<file path="src/rtl/uart_tx_fifo.sv">
// Parametrised UART transmitter with an internal transmit FIFO.
// Frames are start, DATA_BITS data (LSB first), optional parity, then STOP_BITS stop bits, timed by a 16x baud tick.
module uart_tx_fifo #(
    parameter int DATA_BITS  = 8,
    parameter int PARITY     = 0,
    parameter int STOP_BITS  = 1,
    parameter int FIFO_DEPTH = 4
) (
    input  logic                 clk,
    input  logic                 reset,
    input  logic                 brg16_tick,
    input  logic [DATA_BITS-1:0] d,
    input  logic                 d_tick,
    output logic                 full,
    output logic                 tx_empty,
    output logic                 tx_done_tick,
    output logic                 overrun_tick,
    output logic                 tx
);
    localparam int PTR_W = (FIFO_DEPTH > 1) ? $clog2(FIFO_DEPTH) : 1;
    localparam int CNT_W = $clog2(FIFO_DEPTH + 1);
    localparam int BIT_W = $clog2(DATA_BITS + 1);

    typedef enum logic [2:0] {GUARD, IDLE, START, DATA, PAR, STOP} state_t;

    state_t               state;
    logic [3:0]           tick_cnt;
    logic [BIT_W-1:0]     bit_cnt;
    logic [DATA_BITS-1:0] shreg;
    logic                 par_bit;

    logic [DATA_BITS-1:0] mem [FIFO_DEPTH];
    logic [PTR_W-1:0]     rd_ptr;
    logic [PTR_W-1:0]     wr_ptr;
    logic [CNT_W-1:0]     count;
    logic [DATA_BITS-1:0] head;

    logic bit_end;
    logic last_stop;
    logic fifo_nonempty;
    logic pop;
    logic push;

    // Write side: d_tick is a one-clk strobe with no back-pressure. The byte is
    // taken when a slot is free (or being freed by a pop in the same clk);
    // otherwise it is dropped and overrun_tick pulses in the next clk.
    assign head          = mem[rd_ptr];
    assign bit_end       = brg16_tick && (tick_cnt == 4'd15);
    assign last_stop     = (state == STOP) && bit_end && (bit_cnt == BIT_W'(STOP_BITS - 1));
    assign fifo_nonempty = (count != '0);
    assign pop           = fifo_nonempty && (((state == IDLE) && brg16_tick) || last_stop);
    assign full          = (count == CNT_W'(FIFO_DEPTH));
    assign push          = d_tick && (!full || pop);
    assign tx_empty      = (state == IDLE) && !fifo_nonempty;

    always_ff @(posedge clk or negedge reset) begin
        if (!reset) begin
            rd_ptr       <= '0;
            wr_ptr       <= '0;
            count        <= '0;
            overrun_tick <= 1'b0;
        end else begin
            if (push) wr_ptr <= wr_ptr + PTR_W'(1);
            if (pop)  rd_ptr <= rd_ptr + PTR_W'(1);
            count        <= count + CNT_W'(push) - CNT_W'(pop);
            overrun_tick <= d_tick && !push;
        end
    end

    always_ff @(posedge clk) begin
        if (push) mem[wr_ptr] <= d;
    end

    // The tick counter idles at 0 so a pop from IDLE starts a full 16-tick start bit.
    always_ff @(posedge clk or negedge reset) begin
        if (!reset) begin
            state        <= GUARD;
            tick_cnt     <= '0;
            bit_cnt      <= '0;
            shreg        <= '0;
            par_bit      <= 1'b0;
            tx           <= 1'b1;
            tx_done_tick <= 1'b0;
        end else begin
            tx_done_tick <= 1'b0;
            if (brg16_tick && (state != IDLE)) tick_cnt <= tick_cnt + 4'd1;
            if (pop) begin
                shreg   <= head;
                par_bit <= (^head) ^ (PARITY == 1);
            end
            unique case (state)
                GUARD: begin
                    if (bit_end) state <= IDLE;
                end
                IDLE: begin
                    if (pop) begin
                        state <= START;
                        tx    <= 1'b0;
                    end
                end
                START: begin
                    if (bit_end) begin
                        state   <= DATA;
                        tx      <= shreg[0];
                        bit_cnt <= '0;
                    end
                end
                DATA: begin
                    if (bit_end) begin
                        if (bit_cnt == BIT_W'(DATA_BITS - 1)) begin
                            bit_cnt <= '0;
                            if (PARITY != 0) begin
                                state <= PAR;
                                tx    <= par_bit;
                            end else begin
                                state <= STOP;
                                tx    <= 1'b1;
                            end
                        end else begin
                            shreg   <= shreg >> 1;
                            tx      <= shreg[1];
                            bit_cnt <= bit_cnt + BIT_W'(1);
                        end
                    end
                end
                PAR: begin
                    if (bit_end) begin
                        state   <= STOP;
                        tx      <= 1'b1;
                        bit_cnt <= '0;
                    end
                end
                STOP: begin
                    if (last_stop) begin
                        tx_done_tick <= 1'b1;
                        bit_cnt      <= '0;
                        if (pop) begin
                            state <= START;
                            tx    <= 1'b0;
                        end else begin
                            state <= IDLE;
                        end
                    end else if (bit_end) begin
                        bit_cnt <= bit_cnt + BIT_W'(1);
                    end
                end
                default: begin
                    state <= GUARD;
                    tx    <= 1'b1;
                end
            endcase
        end
    end
endmodule

</file>
<file path="config.mk">
export PLATFORM = sky130hd
export DESIGN_NAME = uart_tx_fifo
export DESIGN_NICKNAME = d
export VERILOG_FILES = /design/src/rtl/uart_tx_fifo.sv
export SDC_FILE = /design/constraint.sdc
export NUM_CORES = 1
export LEC_CHECK = 0
export BUFFER_PORTS_ARGS = -buffer_cell sky130_fd_sc_hd__buf_2
export CORE_ASPECT_RATIO = 0.75
export CORE_MARGIN = 2
export CORE_UTILIZATION = 30
export CTS_CLUSTER_DIAMETER = 30
export DETAILED_ROUTE_END_ITERATION = 8
export HOLD_SLACK_MARGIN = 0.08
export PLACE_DENSITY_LB_ADDON = 0.25
export SETUP_SLACK_MARGIN = 0.4
export SYNTH_ARGS = -nofsm -noshare
export SYNTH_HDL_FRONTEND = slang
export SYNTH_SLANG_ARGS = --single-unit
</file>
<file path="constraint.sdc">
create_clock -name clk -period 4.2 [get_ports clk]
set_clock_uncertainty 0.05 [all_clocks]
set_input_delay 0.21 -clock clk [delete_from_list [all_inputs] [get_ports clk]]
set_output_delay 0.21 -clock clk [all_outputs]
set_load 0.1 [all_outputs]
</file>
== Word level (Yosys, flattened, before mapping) ==
Memory sizes are Yosys's and may differ from the RTL's.
Cells that the tools add are included.

* Add/subtract/negate cells: 6
* Equal/unequal tests: 18
* Multiplexer cells: 30
* Bitwise logic cells: 1
* Reduce and logical (&&, ||, !) cells: 22

{| class="wikitable"
|+ Operator list
! operator !! count
|-
| 2-to-1 mux 8 bit || 4
|-
| 2-to-1 mux 3 bit || 7
|-
| 2-to-1 mux 4 bit || 5
|-
| one-hot mux 3 bit (6 select lines) || 1
|-
| != test 2 bit, second input constant || 7
|-
| one-hot mux 4 bit (3 select lines) || 1
|-
| 2-to-1 mux 1 bit || 10
|-
| == test 3 bit, second input constant || 3
|-
| logical AND 1 bit || 9
|-
| adder 4 x 1 -> 4 bit, second input constant || 2
|-
| AND reduction 7 bit || 1
|-
| == test 3 x 2 -> 1 bit, second input constant || 2
|-
| one-hot mux 1 bit (6 select lines) || 1
|-
| nonzero test 3 bit || 2
|-
| AND reduction 5 bit || 1
|-
| adder 2 x 1 -> 2 bit, second input constant || 2
|-
| == test 4 x 3 -> 1 bit, second input constant || 1
|-
| == test 4 bit, second input constant || 1
|-
| logical NOT 4 bit || 1
|-
| AND reduction 4 bit || 1
|-
| adder 3 x 1 -> 3 bit || 1
|-
| == test 3 x 1 -> 1 bit, second input constant || 1
|-
| logical NOT 1 bit || 3
|-
| logical NOT 3 bit || 1
|-
| other kinds (8) || 9
|}

* Register bits: 29
* Memory bits (writable): 32
* Input port bits: 12
* Word-level logic and storage cells: 88
* Memories kept: 1

{| class="wikitable"
|+ Memories
! name !! words !! width !! read ports !! clocked after memory_dff !! write ports !! line !! text
|-
| mem || 4 || 8 || 1 || 0 || 1 || 32 || <nowiki>logic [DATA_BITS-1:0] mem [FIFO_DEPTH];</nowiki>
|}

== Longest topological paths before layout ==
* Depth after elaboration: 10
* Mapped depth: 12
* Gate-level depth less buffers: 11

== Least setup slack after synthesis ==
OpenSTA, ideal clock, no wires.

* Path kind: reg-to-output
* Start: register count[1]
* End: output port tx_empty
* Arrival: 2907 ps
* Required time: 3940 ps
* Setup slack: 1033 ps
* Stages on the path, launching flop included: 3
* Path buffers: 0
* Cells stage by stage: dfrtp_1 > or3_4 > nor3_1

* Cells in the longest elaborated chain, start to end: 3

{| class="wikitable"
|+ Ends and longest elaborated chain
! what !! line !! text
|-
| start, declared || 35 || <nowiki>logic [CNT_W-1:0] count;</nowiki>
|-
| start signal, assigned || 65 || <nowiki>count <= count + CNT_W'(push) - CNT_W'(pop);</nowiki>
|-
| nonzero test 3 bit || 50 || <nowiki>assign fifo_nonempty = (count != '0);</nowiki>
|-
| logical NOT 1 bit || 54 || <nowiki>assign tx_empty = (state == IDLE) && !fifo_nonempty;</nowiki>
|-
| logical AND 1 bit || 54 ||
|-
| end, declared || 15 || <nowiki>output logic tx_empty,</nowiki>
|}

No other way between the ends.

== Worst setup path in the final report ==
* Start: register tick_cnt[0]
* End: register count[2]

* Cells in the longest elaborated chain, start to end: 10

{| class="wikitable"
|+ Ends and longest elaborated chain
! what !! line !! text
|-
| start, declared || 27 || <nowiki>logic [3:0] tick_cnt;</nowiki>
|-
| start signal, assigned || 86 || <nowiki>if (brg16_tick && (state != IDLE)) tick_cnt <= tick_cnt + 4'd1;</nowiki>
|-
| == test 4 bit * || 48 || <nowiki>assign bit_end = brg16_tick && (tick_cnt == 4'd15);</nowiki>
|-
| logical AND 1 bit * || 48 ||
|-
| logical AND 1 bit * (2 in a row) || 49 || <nowiki>assign last_stop = (state == STOP) && bit_end && (bit_cnt == BIT_W'(STOP_BITS - 1));</nowiki>
|-
| logical OR 1 bit * || 51 || <nowiki>assign pop = fifo_nonempty && (((state == IDLE) && brg16_tick) || last_stop);</nowiki>
|-
| logical AND 1 bit * || 51 ||
|-
| logical OR 1 bit || 53 || <nowiki>assign push = d_tick && (!full || pop);</nowiki>
|-
| logical AND 1 bit || 53 ||
|-
| adder 3 x 1 -> 3 bit || 65 ||
|-
| subtractor 3 x 1 -> 3 bit * || 65 ||
|}

Every way passes the cells marked *; elsewhere a longest branch is shown, timed or not.
A chain may end at the register's enable or synchronous reset.

==> reports/metrics.cfg <==
[clock_tree]
tritoncts.num_buffers=9
cts_root_buf=clkbuf_16
tritoncts=built
cts.clk_slew.worst_paths_ns=0.06
post-cts-setup-buffers=0
cts_max_level=3
clock-sinks=61
clockBufferDepth=2
clkLatencyLatePin_ns=0.33

[layout]
final_common_cell=edfxtp_1
layout-drive-gt1-share_pct=21.7
fill_cells=867
fin_util_pct=38.3
seqCellArea_sq_mm=0.00169
finalInstanceArea_sq_mm=0.00352
fin_cells=381
multi_input_area_sq_mm=0.00108
syn2layout_area_growth_pct=22.4
antenna_cells=0
final_nets=269
most-common-layout-cells=edfxtp_1 (32), dfrtp_1 (28), nand2_1 (24)

[detailed_routing]
viasPerCell=4.71
drc=0
drt_iter0_drc=122
ant_nets=0
wl_per_cell_um=14.2
dr.pass1.iters=4
routed_wirelength_um=5430
dr_total_vias=1794

[sta]
setup_tns_ns=0
drv_slew=0
rsz0062_at_grt=false
setup_viol=0
slew-limit-headroom_pct=54.6
fin_crit_sh_pct=69.5
worst_slew_pin_slew_ns=0.681
fmax_mhz=343
hold_viol=0
fin_crit_ns=2.92
hold_ws_ns=0.114
fin_ws_ns=1.28

[critical_path]
crit_chain=ha_1 > and4_1 > a31o_4 > a21oi_4 > o21ai_0 > ha_1 > inv_1 > fa_1 > xnor2_1 > xnor2_1
worstPathRequired_ns=4.40
cp_slowest_stage_delay_ns=0.63
cp.arrival_ns=3.12
cp_max_fo=17
r2r_setup_slack_ns=1.28
worst-path-buf-inv=1
end_kind=flip-flop
cp-start-kind=flip-flop
slowest_stage=and4_1
critPathTopFamily=adder cells
worstSetupPathType=flip-flop to flip-flop

[global_routing]
grt_pass1_vias=1683
grt_pass1_wl_um=8780
antenna_found_initial=0
grt_overflow=0
grt_use_total_pct=11.6
grt_max_degree=30

[logic_synthesis]
synth_seq_area_share_pct=58.7
synth_area_per_cell_sq_um=13.3
ys.flop_type=edfxtp_1
ys_ff_latch=61
synth_mux_area_share_pct=7.05
synthAdderAreaFrac_pct=4.18
synth_warnings=0
syn_area_sq_mm=0.00288
synth_async_sr_flop_share_pct=47.5
yosys.area_share.xor_xnor_pct=2.74
synth-compound-area-share_pct=10.0
syn_nets=238
netlist-cell-type-count=51
synth_top_family_by_area=simple AND/OR/NAND/NOR gates
netlist_instances=217
synth-edff-count=32
yosys.area_share.simple_pct=13.7

[flow_run]
maxCapViolations=0

[power_and_ir_drop]
power_density_mw_per_mm2=669
p_leak_nw=1.34
total_power_mw=2.36
vdd_ir_drop_max_mv=0.273

[placed_design]
dp.cells=356
io_buffer_count=16
gp_congestion=0.740
pre_cts_slack_ns=1.28
place_area_sq_mm=0.00308
hpwl_um=3610

[floorplanning]
initial_core_util_pct=31.3
io_pins=17
fp.dieW_um=117
rows=30
die_height_um=88.8
core-area_sq_mm=0.00920
die_area_sq_mm=0.0104

[hold_path]
holdCritPathClass=primary input to flip-flop

[outcome]
status=finished, final reports clean

area by class of cell:
cell class | instances | area share [%]
repair buffers | 29 | 5.69
multi-input cells | 136 | 30.8
clock buffers | 9 | 6.40
well taps | 128 | 4.55
inverters | 11 | 1.17
flip-flops and latches | 61 | 48.0
clock inverters | 7 | 3.45
flip-flops by register name, summed over array words and instances, names as in the netlist:
name and flops:
mem 32, shreg 8, bit_cnt 4, tick_cnt 4
count 3, state 3, rd_ptr 2, wr_ptr 2
overrun_tick 1, tx 1, tx_done_tick 1
cell usage after synthesis, types with 2 or more instances:
| cell | number | area, sq um |
|---|---|---|
| nand2b_1 | 2 | 12.5 |
| ha_1 | 8 | 100 |
| nand2_1 | 24 | 90.1 |
| and4_1 | 2 | 17.5 |
| nor2_1 | 7 | 26.3 |
| o2111ai_1 | 2 | 17.5 |
| nand4_1 | 3 | 18.8 |
| nor2b_1 | 3 | 18.8 |
| o211ai_1 | 11 | 82.6 |
| mux4_2 | 8 | 180 |
| nor3b_1 | 5 | 37.5 |
| a22o_1 | 2 | 17.5 |
| edfxtp_1 | 32 | 961 |
| xor2_1 | 2 | 17.5 |
| dfrtp_1 | 28 | 701 |
| nor3_1 | 3 | 15.0 |
| buf_6 | 3 | 33.8 |
| and2b_1 | 2 | 15.0 |
| buf_2 | 3 | 15.0 |
| o21ai_0 | 8 | 40.0 |
| inv_1 | 11 | 41.3 |
| nand3_1 | 12 | 60.1 |
| a21o_1 | 2 | 15.0 |
| xnor2_1 | 7 | 61.3 |
report_power, final:
part | switching [mW] | internal (mW)
Clock | 0.272 | 0.583
Sequential | 0.123 | 0.805
Combinational | 0.333 | 0.239
Total | 0.728 | 1.63
cell families (layout without fill, tap and decap cells):
family / Yosys count / after routing
and+or+nand+nor: 72 / 72
DFF: 61 / 61
AOI/OAI and AO/OA: 36 / 36
buffers and inverters: 20 / 56
muxes: 10 / 10
adders and majority gates: 9 / 9
xor gates and xnor gates: 9 / 9
layer usage:
| layer | part of all wire (%) | vias up | global-route usage, % |
|---|---|---|---|
| li1 | - | 869 | - |
| met1 | 52 | 888 | 16.8 |
| met2 | 43 | 30 | 15.4 |
| met3 | 3.8 | 7 | 4.38 |
| met4 | 1.1 | 0 | 4.81 |
| met5 | 0 | - | 0 |
worst register-to-register path: stages, from the launching register on:
cell     delay (ns)
dfrtp_1        0.38
ha_1           0.18
and4_1         0.63
a31o_4         0.36
a21oi_4        0.10
o21ai_0        0.23
ha_1           0.18
inv_1          0.05
fa_1           0.37
xnor2_1        0.18
xnor2_1        0.14
final timing paths:
path / startpoint / cells past startpoint / to
max: tick_cnt[0] / 10 / count[2]
min: d_tick / 2 / overrun_tick
max reg2reg: tick_cnt[0] / 10 / count[2]
min reg2reg: tick_cnt[3] / 1 / tick_cnt[3]
max in group asynchronous: reset / 2 / rd_ptr[1]
min in group asynchronous: reset / 2 / tx_done_tick
repair_timing:
action | 4_1_cts | 5_1_grt
gates resized for setup | 0 | 0
hold buffers | 9 | 0
hold endpoints to repair | 60 | 0
Note: power is estimated with default switching activity, not from simulation.
